--- config.mk ---
export PLATFORM = sky130hd
export DESIGN_NAME = adder_result_accumulator
export DESIGN_NICKNAME = d
export VERILOG_FILES = /design/src/rtl/adder_result_accumulator.sv
export SDC_FILE = /design/constraint.sdc
export NUM_CORES = 1
export LEC_CHECK = 0
export CELL_PAD_IN_SITES_DETAIL_PLACEMENT = 2
export CELL_PAD_IN_SITES_GLOBAL_PLACEMENT = 2
export CORE_MARGIN = 2
export CORE_UTILIZATION = 36
export CTS_CLUSTER_SIZE = 10
export DETAILED_ROUTE_END_ITERATION = 10
export PLACE_DENSITY = 0.87
export SLEW_MARGIN = 20
export SYNTH_ARGS = -nofsm -noshare
export SYNTH_HDL_FRONTEND = slang
export SYNTH_SLANG_ARGS = --single-unit
--- constraint.sdc ---
create_clock -name clk -period 3.9 [get_ports clk]
set_input_delay 0.39 -clock clk [delete_from_list [all_inputs] [get_ports clk]]
set_output_delay 0.39 -clock clk [all_outputs]
set_load 0.02 [all_outputs]
--- src/rtl/adder_result_accumulator.sv ---
// Frame accumulator for registered adder results: sums COUNT samples
// (or fewer on flush) and presents {sum, count, ovf} on a valid/ready port.
module adder_result_accumulator #(
    parameter int DATA_W = 33,
    parameter int ACC_W  = 40,
    parameter int COUNT  = 8,
    parameter int CNT_W  = 4
) (
    input  logic              clk,
    input  logic              rst,
    input  logic              in_valid,
    output logic              in_ready,
    input  logic [DATA_W-1:0] in_data,
    input  logic              flush,
    input  logic              clear,
    output logic              out_valid,
    input  logic              out_ready,
    output logic [ACC_W-1:0]  out_sum,
    output logic [CNT_W-1:0]  out_count,
    output logic              out_ovf
);

    typedef enum logic {
        ACCUM = 1'b0,
        HOLD  = 1'b1
    } state_t;

    localparam logic [CNT_W-1:0] LAST = CNT_W'(COUNT - 1);

    state_t           state;
    logic [ACC_W-1:0] acc;
    logic [CNT_W-1:0] cnt;
    logic             ovf;

    logic             accept;
    logic             close;
    logic [ACC_W:0]   acc_sum;
    logic [ACC_W-1:0] acc_nxt;
    logic [CNT_W-1:0] cnt_nxt;
    logic             ovf_nxt;

    assign in_ready = (state == ACCUM) & ~rst;
    assign accept   = in_valid & in_ready;

    // Extra top bit of acc_sum is the wrap-around carry for the sticky flag.
    always_comb begin
        acc_sum = {1'b0, acc}
                + {{(ACC_W + 1 - DATA_W){1'b0}}, in_data};
        acc_nxt = acc;
        cnt_nxt = cnt;
        ovf_nxt = ovf;
        if (accept) begin
            acc_nxt = acc_sum[ACC_W-1:0];
            cnt_nxt = cnt + 1'b1;
            ovf_nxt = ovf | acc_sum[ACC_W];
        end
    end

    always_comb begin
        close = 1'b0;
        if (state == ACCUM) begin
            close = (accept & (cnt == LAST))
                  | (flush & ((cnt != '0) | accept));
        end
    end

    always_ff @(posedge clk or posedge rst) begin
        if (rst) begin
            state     <= ACCUM;
            acc       <= '0;
            cnt       <= '0;
            ovf       <= 1'b0;
            out_valid <= 1'b0;
            out_sum   <= '0;
            out_count <= '0;
            out_ovf   <= 1'b0;
        end else if (clear) begin
            state     <= ACCUM;
            acc       <= '0;
            cnt       <= '0;
            ovf       <= 1'b0;
            out_valid <= 1'b0;
            out_sum   <= '0;
            out_count <= '0;
            out_ovf   <= 1'b0;
        end else begin
            unique case (state)
                ACCUM: begin
                    acc <= acc_nxt;
                    cnt <= cnt_nxt;
                    ovf <= ovf_nxt;
                    if (close) begin
                        out_sum   <= acc_nxt;
                        out_count <= cnt_nxt;
                        out_ovf   <= ovf_nxt;
                        out_valid <= 1'b1;
                        state     <= HOLD;
                    end
                end
                HOLD: begin
                    // Frame result is only released by the handshake.
                    if (out_ready) begin
                        out_valid <= 1'b0;
                        acc       <= '0;
                        cnt       <= '0;
                        ovf       <= 1'b0;
                        state     <= ACCUM;
                    end
                end
                default: state <= ACCUM;
            endcase
        end
    end

endmodule

==> summary.md, run 1 <==
| Metric | Value |
|---|---|
| Layout net count | 809 |
| Hold Violations, Final | 0 |
| Layout area overhead | 24.9% |
| Clk_lat worst skew | approximately 0.36 ns |
| Async SR Flop Fraction | 1.00 |
| Max-cap violation count | 0 |
| H-tree levels | 3 |
| Global-route wire length before repair | 35500 um |
| Worst slew margin | 0.252 |
| Ant. Diodes | 0 |
| Drc violations | 0 |
| CTS tree | yes |
| Commonest non-fill, non-tap cell in the layout | nand2_1 |
| Worst-path cell with the longest stage delay | fa_1 |
| Crit Path Max Fanout | 5 |
| Slowest stage delay, CP | ~0.47 ns |
| RSZ-0062 raised after global routing | false |
| Final wirelength | ~22000 um |
| Post-CTS Hold Buffers | 0 |
| Sink Count | slightly above 90 |
| Antenna violations before repair | 0 |
| Placer Congestion | 0.850 |
| Crit path top cell by count | o21ai_0 |
| Hold path start | out_sum[27] |
| Crit Path Class | input pin to register |
| Syn_area_per_cell | 8.91 sq um |
| Peak Freq | 281 MHz |
| Prevailing post-synth register cell | dfrtp_1 |
| Vias/cell | 5.92 |
| Gr ovfl total | 0 |
| 1st-iter DRT viols | 332 |
| Clk pin slew, worst setup/hold paths | 0.07 ns |
| Critical path origin | in_data[0] |
| Reg2reg start | acc[0] |
| Final setup skew | between 0.008 and 0.009 ns |
| Critical Path AT | 3.79 ns |
| Final setup violation count | 0 |
| ANT nets after route | 0 |
| # IOs | between 80 and 90 |
| Core Footprint | 15800 sq um |
| Yosys warnings | 0 |
| Hpwl dp | 16300 um |
| Synthesized instance count | ~650 |
| CTS root buf | clkbuf_16 |
| First-pass detailed-route iteration total | 8 |
| Mapped cell area | 5800 sq um |
| Synthesized Nets | slightly above 700 |
| Setup TNS | 0 ns |
| Met1 Wirelength | 9480 um |
| Place WS | 0.141 ns |
| Worst Tran Pin Value | around 1.1 ns |
| Min setup slack post-route | 0.336 ns |
| Starting Density | 0.366 |
| LEAKAGE | 3.24 nW |
| Number of enable flip-flop cells after synthesis | 0 |
| Highest metal used | met4 |
| Routed WL per cell | 23.5 um |
| Peak VDD IR | about 0.21 mV |
| Slew Limit Fails | 0 |
| Worst endpoint required time | approximately 4.1 ns |
| Final min period | 3.56 ns |
| Largest net degree at the start of global routing | 93 |
| Number of buffers added for setup after CTS | 0 |
| Status | completed |
| Critical Path End Type | register |
| Hold Path Depth | 2 |
| CP Launch Type | input pin |
| Vias in the first global route | 6300 |
| Std cell rows | 46 |
| Crit path max-delay family | compound AO/OA/AOI/OAI gates |
| CP Buf/Inv Count | 1 |
| Flops & latches, synth | between 90 and 100 |
| Post-cts sizing count | 0 |
| Cell area power density | around 370 nW/um^2 |
| Clk buf depth | 2 |
| Post-synthesis sequential area ratio | 0.397 |
| Number of distinct library cells after synthesis | 57 |
| Worst-case reg-to-reg path depth | 10 |
| Die W | 131 um |
| Die Area | 17100 sq um |
| # port buffers | 85 |
| GRT Resource Usage Total | 0.273 |
| Die Y-Extent | 131 um |
| Stages on the worst setup path | 11 |
| Met3 WL | around 900 um |
| Hold WC Path Type | register to register |
| CP Cell Sequence | clkdlybuf4s50_1, ha_1, fa_1, a211oi_1, a2bb2oi_1, a21oi_1, o21bai_1, o21ai_0, a31oi_1, xor2_1, o21ai_0 |
| Layout cells sized above 1 | 0.0568 |
| Highest-count cells in the layout ignoring fill and taps | 93 x nand2_1, 92 x dfrtp_1, 85 x clkdlybuf4s50_1, 60 x o21ai_0, 53 x a21oi_1 |
| Total vias in the final route | around 5700 |
| Final Cycle Share | 0.914 |
| TritonCTS buffer count | 9 |
| Met2 WL | 11500 um |
[kinds of logic after synthesis]
group	share of synthesized area
AOI/OAI and AO/OA	0.275
and+or+nand+nor	0.159
DFF	0.397
buffers and inverters	0.0259
xor gates and xnor gates	0.0559
adders and majority gates	0.0790
muxes	0.00885
[worst reg2reg max path, delay by kind of cell, from the launching register on]
| family | cells | cell delay (ns) |
|---|---|---|
| AO/OA/AOI/OAI | 7 | 2.02 |
| adder cells (fa/ha/maj) | 2 | 0.72 |
| flip-flops | 1 | 0.41 |
| XOR/XNOR | 1 | 0.23 |
[report_power, final]
group,switching (W),internal (W),leakage (nW),total (W)
Sequential,0.0000468,0.00100,1.27,0.00105
Clock,0.000423,0.000501,0.142,0.000924
Combinational,0.000442,0.000268,1.84,0.000710
[routing by layer]
layer / vias up / track usage
met5: - / 0
met1: 2913 / 0.334
met2: 144 / 0.496
met3: 37 / 0.0322
met4: 0 / 0.0951
li1: 2559 / -
[worst paths after layout]
kind	slack (ns)	end
min reg2reg	0.49	out_sum[27]
min	0.49	out_sum[27]
min in group asynchronous	0.55	out_count[3]
max reg2reg	0.39	out_sum[24]
max	0.34	out_sum[24]
max in group asynchronous	2.94	out_sum[11]
[flip-flops by register name, summed over array words and instances (netlist names)]
register,count
acc,40
cnt,4
out_count,4
out_ovf,1
out_sum,40
out_valid,1
ovf,1
state,1
[synth_stat cells, types with 13 or more instances]
master    count  area [sq um]
a22o_1       28           245
o21ai_0      60           300
inv_1        15          56.3
xnor2_1      20           175
nor2_1       47           176
dfrtp_1      92          2300
ha_1         35           438
xor2_1       17           149
clkbuf_1     24          90.1
a21oi_1      53           265
nand2_1      93           349
nand3_1      13          65.1
a21o_1       15           113
[through the flow]
step / total power [W] / utilization / instances / hold slack [ns] / cell area, sq um
4_1_cts: 0.00270 / 0.457 / 955 / 0.500 / 7240
3_5_place_dp: 0.00176 / 0.438 / 939 / 0.488 / 6940
6_report: 0.00268 / 0.457 / 955 / 0.494 / 7240
2_1_floorplan: 0.00148 / - / 651 / 0.465 / 5800
3_3_place_gp: 0.00172 / 0.438 / 939 / 0.461 / 6940
5_1_grt: 0.00280 / 0.457 / 955 / 0.529 / 7240
[layout make-up]
type | instances | area, sq um
Sequential cell | 92 | 2300
Fill cell | 1725 | 8590
Multi-Input combinational cell | 519 | 3360
Inverter | 15 | 57.6
Tap cell | 216 | 270
Clock buffer | 9 | 225
Clock inverter | 7 | 76.3
Timing Repair Buffer | 97 | 953
No activity file was read; power rests on OpenSTA's default activity.
==> run 2: changes to the inputs <==
--- a/config.mk
+++ b/config.mk
@@ -5,6 +5,7 @@
 export SDC_FILE = /design/constraint.sdc
 export NUM_CORES = 1
 export LEC_CHECK = 0
+export CAP_MARGIN = 0
 export CELL_PAD_IN_SITES_DETAIL_PLACEMENT = 2
 export CELL_PAD_IN_SITES_GLOBAL_PLACEMENT = 2
 export CORE_MARGIN = 2
@@ -12,6 +13,7 @@
 export CTS_CLUSTER_SIZE = 10
 export DETAILED_ROUTE_END_ITERATION = 10
 export PLACE_DENSITY = 0.87
+export SKIP_LAST_GASP = 1
 export SLEW_MARGIN = 20
 export SYNTH_ARGS = -nofsm -noshare
 export SYNTH_HDL_FRONTEND = slang
==> results of run 2 <==
Final layout, timing and power as in run 1 (identical DEF).
==> run 3: changes to the inputs <==
--- a/config.mk
+++ b/config.mk
@@ -10,11 +10,11 @@
 export CELL_PAD_IN_SITES_GLOBAL_PLACEMENT = 2
 export CORE_MARGIN = 2
 export CORE_UTILIZATION = 36
+export CTS_BUF_LIST = sky130_fd_sc_hd__clkbuf_16
 export CTS_CLUSTER_SIZE = 10
 export DETAILED_ROUTE_END_ITERATION = 10
 export PLACE_DENSITY = 0.87
 export SKIP_LAST_GASP = 1
-export SLEW_MARGIN = 20
 export SYNTH_ARGS = -nofsm -noshare
 export SYNTH_HDL_FRONTEND = slang
 export SYNTH_SLANG_ARGS = --single-unit
==> results of run 3 <==
Final layout, timing and power as in run 1 (identical DEF).
